**config.mk**
```make
export PLATFORM = sky130hd
export DESIGN_NAME = vram_arbiter
export DESIGN_NICKNAME = d
export VERILOG_FILES = /design/src/rtl/vram_arbiter.sv
export SDC_FILE = /design/constraint.sdc
export NUM_CORES = 1
export LEC_CHECK = 0
export CORE_MARGIN = 1
export CORE_UTILIZATION = 45
export CTS_CLUSTER_SIZE = 12
export DETAILED_ROUTE_END_ITERATION = 7
export GPL_TIMING_DRIVEN = 0
export HOLD_SLACK_MARGIN = 0.15
export PLACE_DENSITY = 0.84
export REMOVE_ABC_BUFFERS = 1
export SYNTH_ARGS = -nofsm -noshare
export SYNTH_HDL_FRONTEND = slang
export SYNTH_SLANG_ARGS = --single-unit
```
**constraint.sdc**
```tcl
create_clock -name CLOCK_50 -period 3.8 [get_ports CLOCK_50]
set_input_delay 0.38 -clock CLOCK_50 [delete_from_list [all_inputs] [get_ports CLOCK_50]]
set_output_delay 0.38 -clock CLOCK_50 [all_outputs]
set_load 0.05 [all_outputs]
```
**src/rtl/vram_arbiter.sv**
```systemverilog
// Shares one single-port, 1-cycle-latency VRAM between the VGA pixel fetcher and the CPU.
// VGA wins conflicts; a starvation counter forces a CPU slot and defers that cycle's VGA read.
module vram_arbiter #(
  parameter int AW           = 14,
  parameter int DW           = 16,
  parameter int STARVE_LIMIT = 4,
  parameter int SW           = 3
) (
  input  logic          CLOCK_50,
  input  logic          KEY0,
  input  logic          vga_req,
  input  logic [AW-1:0] vga_addr,
  output logic          vga_rvalid,
  output logic [DW-1:0] vga_rdata,
  output logic          vga_late,
  input  logic          cpu_req,
  input  logic          cpu_we,
  input  logic [AW-1:0] cpu_addr,
  input  logic [DW-1:0] cpu_wdata,
  output logic          cpu_ack,
  output logic [DW-1:0] cpu_rdata,
  output logic [AW-1:0] ram_addr,
  output logic          ram_we,
  output logic [DW-1:0] ram_wdata,
  input  logic [DW-1:0] ram_rdata
);

  typedef enum logic [1:0] {
    OWN_NONE     = 2'd0,
    OWN_VGA      = 2'd1,
    OWN_VGA_LATE = 2'd2,
    OWN_CPU      = 2'd3
  } owner_e;

  owner_e        owner_q, owner_d;
  logic          pend_v_q, pend_v_d;
  logic [AW-1:0] pend_addr_q, pend_addr_d;
  logic [SW-1:0] starve_q, starve_d;
  logic          cpu_busy_q, cpu_busy_d;
  logic [AW-1:0] last_addr_q, last_addr_d;
  logic [DW-1:0] vga_rdata_q, vga_rdata_d;
  logic [DW-1:0] cpu_rdata_q, cpu_rdata_d;

  logic cpu_elig;
  logic starved;
  logic cpu_grant;
  logic vga_issue;

  assign cpu_elig = cpu_req & ~cpu_busy_q;
  assign starved  = (starve_q == SW'(STARVE_LIMIT));

  // Issue mux. Gated by KEY0 so the RAM port goes quiet the moment reset asserts.
  always_comb begin
    owner_d     = OWN_NONE;
    pend_v_d    = 1'b0;
    pend_addr_d = pend_addr_q;
    starve_d    = starve_q;
    cpu_busy_d  = 1'b0;
    last_addr_d = last_addr_q;
    cpu_grant   = 1'b0;
    vga_issue   = 1'b0;
    ram_addr    = last_addr_q;
    ram_we      = 1'b0;
    ram_wdata   = '0;
    if (KEY0) begin
      if (pend_v_q) begin
        ram_addr = pend_addr_q;
        owner_d  = OWN_VGA_LATE;
      end else if (cpu_elig && starved) begin
        cpu_grant = 1'b1;
      end else if (vga_req) begin
        ram_addr  = vga_addr;
        owner_d   = OWN_VGA;
        vga_issue = 1'b1;
      end else if (cpu_elig) begin
        cpu_grant = 1'b1;
      end

      if (cpu_grant) begin
        ram_addr   = cpu_addr;
        ram_we     = cpu_we;
        ram_wdata  = cpu_we ? cpu_wdata : '0;
        owner_d    = OWN_CPU;
        cpu_busy_d = 1'b1;
      end
      last_addr_d = ram_addr;

      // A VGA request that did not win this cycle is parked; pend never overflows
      // because the forced CPU slot ranks below a pending drain.
      pend_v_d = vga_req & ~vga_issue;
      if (pend_v_d) pend_addr_d = vga_addr;

      if (cpu_grant || !cpu_elig) starve_d = '0;
      else if (!starved)          starve_d = starve_q + SW'(1);
    end
  end

  assign vga_rvalid = (owner_q == OWN_VGA) || (owner_q == OWN_VGA_LATE);
  assign vga_late   = (owner_q == OWN_VGA_LATE);
  assign cpu_ack    = (owner_q == OWN_CPU);

  // Read data is shown live in the response cycle and held afterwards.
  always_comb begin
    vga_rdata_d = vga_rvalid ? ram_rdata : vga_rdata_q;
    cpu_rdata_d = cpu_ack    ? ram_rdata : cpu_rdata_q;
  end

  assign vga_rdata = vga_rdata_d;
  assign cpu_rdata = cpu_rdata_d;

  always_ff @(posedge CLOCK_50 or negedge KEY0) begin
    if (!KEY0) begin
      owner_q     <= OWN_NONE;
      pend_v_q    <= 1'b0;
      pend_addr_q <= '0;
      starve_q    <= '0;
      cpu_busy_q  <= 1'b0;
      last_addr_q <= '0;
      vga_rdata_q <= '0;
      cpu_rdata_q <= '0;
    end else begin
      owner_q     <= owner_d;
      pend_v_q    <= pend_v_d;
      pend_addr_q <= pend_addr_d;
      starve_q    <= starve_d;
      cpu_busy_q  <= cpu_busy_d;
      last_addr_q <= last_addr_d;
      vga_rdata_q <= vga_rdata_d;
      cpu_rdata_q <= cpu_rdata_d;
    end
  end

endmodule

```
# Yosys cells after proc, flatten, opt, wreduce, memory -nomap -nowiden

Index checks and enable logic that the tools add are counted.

Add/sub/neg operators: 1
Multiply operators: 0
Divide/modulo/power cells: 0
Order comparisons: 0
Equal/unequal tests: 5
Shift-type cells: 0
Mux-type cells: 31
Bitwise logic cells: 4
Reduce and logical (&&, ||, !) cells: 6

Operators by type and width:

| operator                                      | number |
|---|---|
| two-way mux 16 bit                            | 5 |
| two-way mux 14 bit                            | 5 |
| two-way mux 1 bit                             | 16 |
| two-way mux 2 bit                             | 3 |
| two-way mux 3 bit                             | 2 |
| == test 2 bit, second input constant          | 2 |
| AND reduction 2 bit                           | 2 |
| adder 3 x 1 -> 3 bit, second input constant   | 1 |
| == test 3 bit, second input constant          | 1 |
| bitwise AND 1 bit                             | 2 |
| == test 2 x 1 -> 1 bit, second input constant | 1 |
| logical OR 1 bit                              | 2 |
| != test 2 x 1 -> 1 bit, second input constant | 1 |
| inverter 1 bit                                | 2 |
| logical AND 1 bit                             | 1 |
| logical NOT 1 bit                             | 1 |

Register bits: 67
Latch bits: 0
Bits in writable memories: 0
Bits in read-only memories: 0
Input port bits: 65
Output and inout port bits: 66
Memories kept: 0

# Logic depth before layout (Yosys ltp)

Depth after elaboration: 10
Gate-level depth with buffers: 7

# Worst setup path after synthesis

OpenSTA, ideal clock, no wires.

Path kind: register to output
Start point: register owner_q[0]
End point: output port cpu_rdata[10]
Arrival: 1.833 ns
Data required time: 3.420 ns
Slack: 1.587 ns
Cell stages (with the launch flop): 5
Cell sequence: dfrtp_1 > ha_1 > clkbuf_1 > buf_2 > mux2_2

Cells in the longest elaborated chain, start to end: 2

RTL lines:

| what                   | line | RTL |
|---|---|---|
| from (decl)            | 35   | `owner_e owner_q, owner_d;` |
| from (signal assigned) | 122  | `owner_q <= owner_d;` |
| == test 2 bit          | 100  | `assign cpu_ack = (owner_q == OWN_CPU);` |
| via cpu_ack            | 20   | `output logic cpu_ack,` |
| two-way mux 16 bit     | 105  | `cpu_rdata_d = cpu_ack ? ram_rdata : cpu_rdata_q;` |
| to (decl)              | 21   | `output logic [DW-1:0] cpu_rdata,` |

The timed path passes the listed nets, and every way through them passes these cells.

# Final worst setup path

Start point: input port vga_req
End point: output port ram_addr[0]

Cells in the longest elaborated chain, start to end: 6
Elaborated cells between the ends (all ways): 9
Those cells by class: mux: 9

RTL lines:

| what                 | line | RTL |
|---|---|---|
| from (decl)          | 11   | `input logic vga_req,` |
| two-way mux 1 bit    | 71   | `end else if (vga_req) begin` |
| two-way mux 1 bit    | 69   | `end else if (cpu_elig && starved) begin` |
| two-way mux 1 bit    | 66   | `if (pend_v_q) begin` |
| two-way mux 1 bit    | 65   | `if (KEY0) begin` |
| two-way mux 14 bit * | 79   | `if (cpu_grant) begin` |
| two-way mux 14 bit * | --   |  |
| to (decl)            | 22   | `output logic [AW-1:0] ram_addr,` |

Every way passes the cells marked *; elsewhere a longest branch is shown, timed or not. The select of a mux whose other input is x is not followed.

==> flow_results.org <==
** Place
- At the end of routability-driven placement, the weighted congestion stood at 0.770.
- Port buffering added 130 buffers.
- In this run the cell area measured after placement is 0.00438 mm².
- Hpwl dp :: 5.37 mm
- Before CTS, the worst setup slack after placement is -280 ps.

** Critical path
- Setup crit end kind :: primary output
- Along the worst path, the maximum fanout reaches 19.
- Highest-delay cell along the critical path :: sky130_fd_sc_hd__clkdlybuf4s50_1
- For the worst setup path, the data arrival time is 3320 ps.
- Series of cell instances along the critical path :: clkdlybuf4s50_1, a21boi_2, nor3_4, buf_12, a221o_1, clkdlybuf4s50_1
- At the worst endpoint, the required time is 3420 ps.
- In this run the worst setup path begins at vga_req.
- On the worst path, the slowest cell contributes a delay of 1060 ps.
- The worst setup path is launched from a primary input.
- The critical path is of the primary input to primary output type.
- Critical path's most frequent cell :: sky130_fd_sc_hd__clkdlybuf4s50_1
- The startpoint identified for the worst register-to-register timing path is starve_q[0].

** Clock tree
- The longest clock path from root to sink contains 2 buffers.
- CTS placed an instance of sky130_fd_sc_hd__clkbuf_8 at the clock tree root.
- TritonCTS built the clock tree.
- The clock drives 67 sinks.
- CTS built an H-tree with a depth of 3.
- Number of buffers inserted during clock tree synthesis :: 9
- Clock latency reported for the late side of the worst-skew pair :: 330 ps
- Clock-pin slew on the worst setup and hold paths :: 70 ps

** Outcome
- Status :: finished with violations
- The checks that failed: DRC.

** Synthesis
- Yosys mapped the design onto 31 distinct sky130hd cell types.
- Most frequently used flop master after synthesis :: sky130_fd_sc_hd__dfrtp_1
- For this run, asynchronously set or reset flops after synthesis account for 100%.
- A synthesized cell averages 12.8 µm².
- Of the synthesized area, sequential elements account for 54.8%.
- The synthesized design contains 0 enable-type register cells.
- Yosys printed 0 warnings.
- After synthesis the netlist holds a flip-flop and latch count of 67.
- Mapped Area :: 0.00306 mm²
- Count of mapped cells out of synthesis :: 239

** Drt
- DRC violations left :: 8
- After detailed routing, the total wire length is 8.05 mm.
- Drt first-iter violations :: 126
- In the final routed layout, each cell accounts on average for 18.0 µm.
- Vias per cell :: 5.38
- The count of nets left with antenna violations once routing finished came out at 0.
- The first detailed-routing pass took 6 iterations.
- The routed layout has 2405 vias.

** Power and ir drop
- Largest voltage drop on the vdd net :: 0.000378 V
- The analysis attributes to net switching a power of 0.000909 W.
- Summed over all cells, the static leakage comes to 2.04 nW.
- Clock share of power :: 24.4%
- Pwr dens :: 517 mW/mm²
- The internal power of the cells totals 0.00150 W.
- Net switching is 37.7% of the power.
- Combinational logic burns 39.5% of the power.
- Flop pwr share :: 36.0%

** Timing
- For the finished layout, the period the worst path requires is 3700 ps.
- Top achievable clock speed :: 270 MHz
- Total setup violations reported at the end of the flow :: 0
- Hold Violations, Final :: 0
- Setup slack on the critical path of the routed design comes to 97.7 ps.
- Count of pins over their slew limit :: 0
- Clock Skews :: 3.99 ps
- The worst path uses 97.4% of the clock period.
- Setup repair after global routing missed its margin :: false
- Worst-Margin Slew :: 1010 ps
- Slew Limit Headroom :: 32.7%

** Cells and area
- Most common library cell in the layout ignoring fill and taps :: sky130_fd_sc_hd__clkdlybuf4s50_1
- At the end of the flow, the number of nets in the layout was 434.
- The repair_antennas step left the layout with diodes totalling 0.
- Leaving out fill and tap cells, the most frequent cells in the layout are sky130_fd_sc_hd__clkdlybuf4s50_1, sky130_fd_sc_hd__dfrtp_1, sky130_fd_sc_hd__mux2_2.
- Share of layout cells above drive strength 1 :: 19.5%
- Synth-to-layout area growth :: 52.4%
- The finished cells cover 0.00466 mm².

** Global route
- Vias in the first global route :: 2488
- Initial antenna violation count :: 0
- Total congestion overflow after global routing :: 0
- Global routing consumed, over all layers together, 23.7% of the routing resources.
- Pin count of the biggest net entering global routing :: 45
- Wire length of the first global-routing pass :: 12.9 mm

** Floorplan
- The die covers 0.00713 mm².
- Measured along the x axis, the die boundary spans 84.5 µm.
- Total number of placement rows :: 29
- Once the floorplan was initialized, standard cells occupied 47.4% of the core.
- Core box area :: 0.00646 mm²
- The die is 84.5 µm tall.
- Number of top-level design ports :: 131

** Flow run
- Count of max-cap constraint violations :: 0

** Min path
- Worst min-delay path class :: primary input to asynchronous set/reset pin
==> cell usage after synthesis, types with 2 or more instances <==
| cell | n | area [µm²] |
|---|---|---|
| sky130_fd_sc_hd__a221o_1 | 14 | 140 |
| sky130_fd_sc_hd__and3_1 | 16 | 100 |
| sky130_fd_sc_hd__buf_2 | 10 | 50.1 |
| sky130_fd_sc_hd__buf_4 | 2 | 15.0 |
| sky130_fd_sc_hd__clkbuf_1 | 6 | 22.5 |
| sky130_fd_sc_hd__dfrtp_1 | 67 | 1680 |
| sky130_fd_sc_hd__ha_1 | 4 | 50.1 |
| sky130_fd_sc_hd__inv_1 | 7 | 26.3 |
| sky130_fd_sc_hd__mux2_2 | 37 | 417 |
| sky130_fd_sc_hd__mux2_4 | 9 | 135 |
| sky130_fd_sc_hd__nand2_1 | 17 | 63.8 |
| sky130_fd_sc_hd__nand2b_1 | 2 | 12.5 |
| sky130_fd_sc_hd__nand3_1 | 14 | 70.1 |
| sky130_fd_sc_hd__nor2_1 | 3 | 11.3 |
| sky130_fd_sc_hd__o211ai_1 | 2 | 15.0 |
| sky130_fd_sc_hd__o31ai_1 | 14 | 105 |
==> per-stage QoR <==
stage	total power [W]	cells	setup TNS [ps]	utilization, %	hold WS (ps)
finish	0.00241	447	0	72.2	260
global route	0.00251	447	0	72.2	267
CTS	0.00243	447	-36.9	72.0	248
detailed placement	0.00183	427	-6790	67.8	327
global placement	0.00180	426	-202340	67.4	477
floorplan	0.00147	219	0	-	84.4
==> area by class of cell <==
type | count | area (µm²)
clock buffer | 9 | 124
clock inverter | 7 | 75.1
fill | 474 | 1800
inverter | 7 | 26.3
multi-input combinational | 146 | 1280
sequential | 67 | 1680
tap | 77 | 96.3
timing repair buffer | 134 | 1380
==> power by group through the flow <==
stage | Clock (W) | Sequential [W] | Combinational [W]
finish | 0.000589 | 0.000869 | 0.000952
global route | 0.000640 | 0.000880 | 0.000991
CTS | 0.000608 | 0.000870 | 0.000957
detailed placement | 0 | 0.000884 | 0.000942
global placement | 0 | 0.000876 | 0.000928
floorplan | 0 | 0.000870 | 0.000598
==> sequential cells by signal (all words and copies together) (netlist names) <==
register and count:
starve_q 3, pend_addr_q 14, last_addr_q 14, cpu_busy_q 1
cpu_rdata_q 16, pend_v_q 1, vga_rdata_q 16, owner_q 2
==> path summary, 6_finish.rpt <==
path                                    to  slack [ps]  cells after the start
max                            ram_addr[0]         100                      6
min                         cpu_rdata_q[3]         260                      3
max reg2reg                pend_addr_q[13]        1470                      5
min reg2reg                vga_rdata_q[13]         490                      1
max in group asynchronous   last_addr_q[0]        2310                      2
min in group CLOCK_50      vga_rdata_q[13]         490                      1
==> kinds of logic (layout without fill, tap and decap cells) <==
| kind of cell | count (synthesis) | after routing | share of synthesized area (%) |
|---|---|---|---|
| DFF | 67 | 67 | 54.8 |
| buffers and inverters | 27 | 157 | 4.25 |
| adders and majority gates | 4 | 4 | 1.64 |
| and+or+nand+nor | 56 | 57 | 9.69 |
| muxes | 47 | 47 | 18.4 |
| AOI/OAI and AO/OA | 38 | 38 | 11.2 |
==> metal layers <==
layer  vias up  track usage [%]  wire length (µm)
li1       1135                -                 -
met1      1212             29.8              3340
met2        52             41.3              4380
met3         6             5.70               243
met4         0             6.01                83
met5         -                0                 0
==> critical path, delay by kind of cell <==
family | cells | cell delay, ps
AO/OA/AOI/OAI | 2 | 910
buffers and inverters | 3 | 1960
AND/OR/NAND/NOR | 1 | 70
==> repair_timing <==
item | CTS | global route
gates cloned | 1 | 0
pin swaps | 1 | 0
endpoints found under the hold margin | 23 | 0
hold buffers | 2 | 0
setup endpoints to repair | 31 | 29
setup buffers | 1 | 0
gates resized for setup | 1 | 2
(Power assumes the default switching activity.)
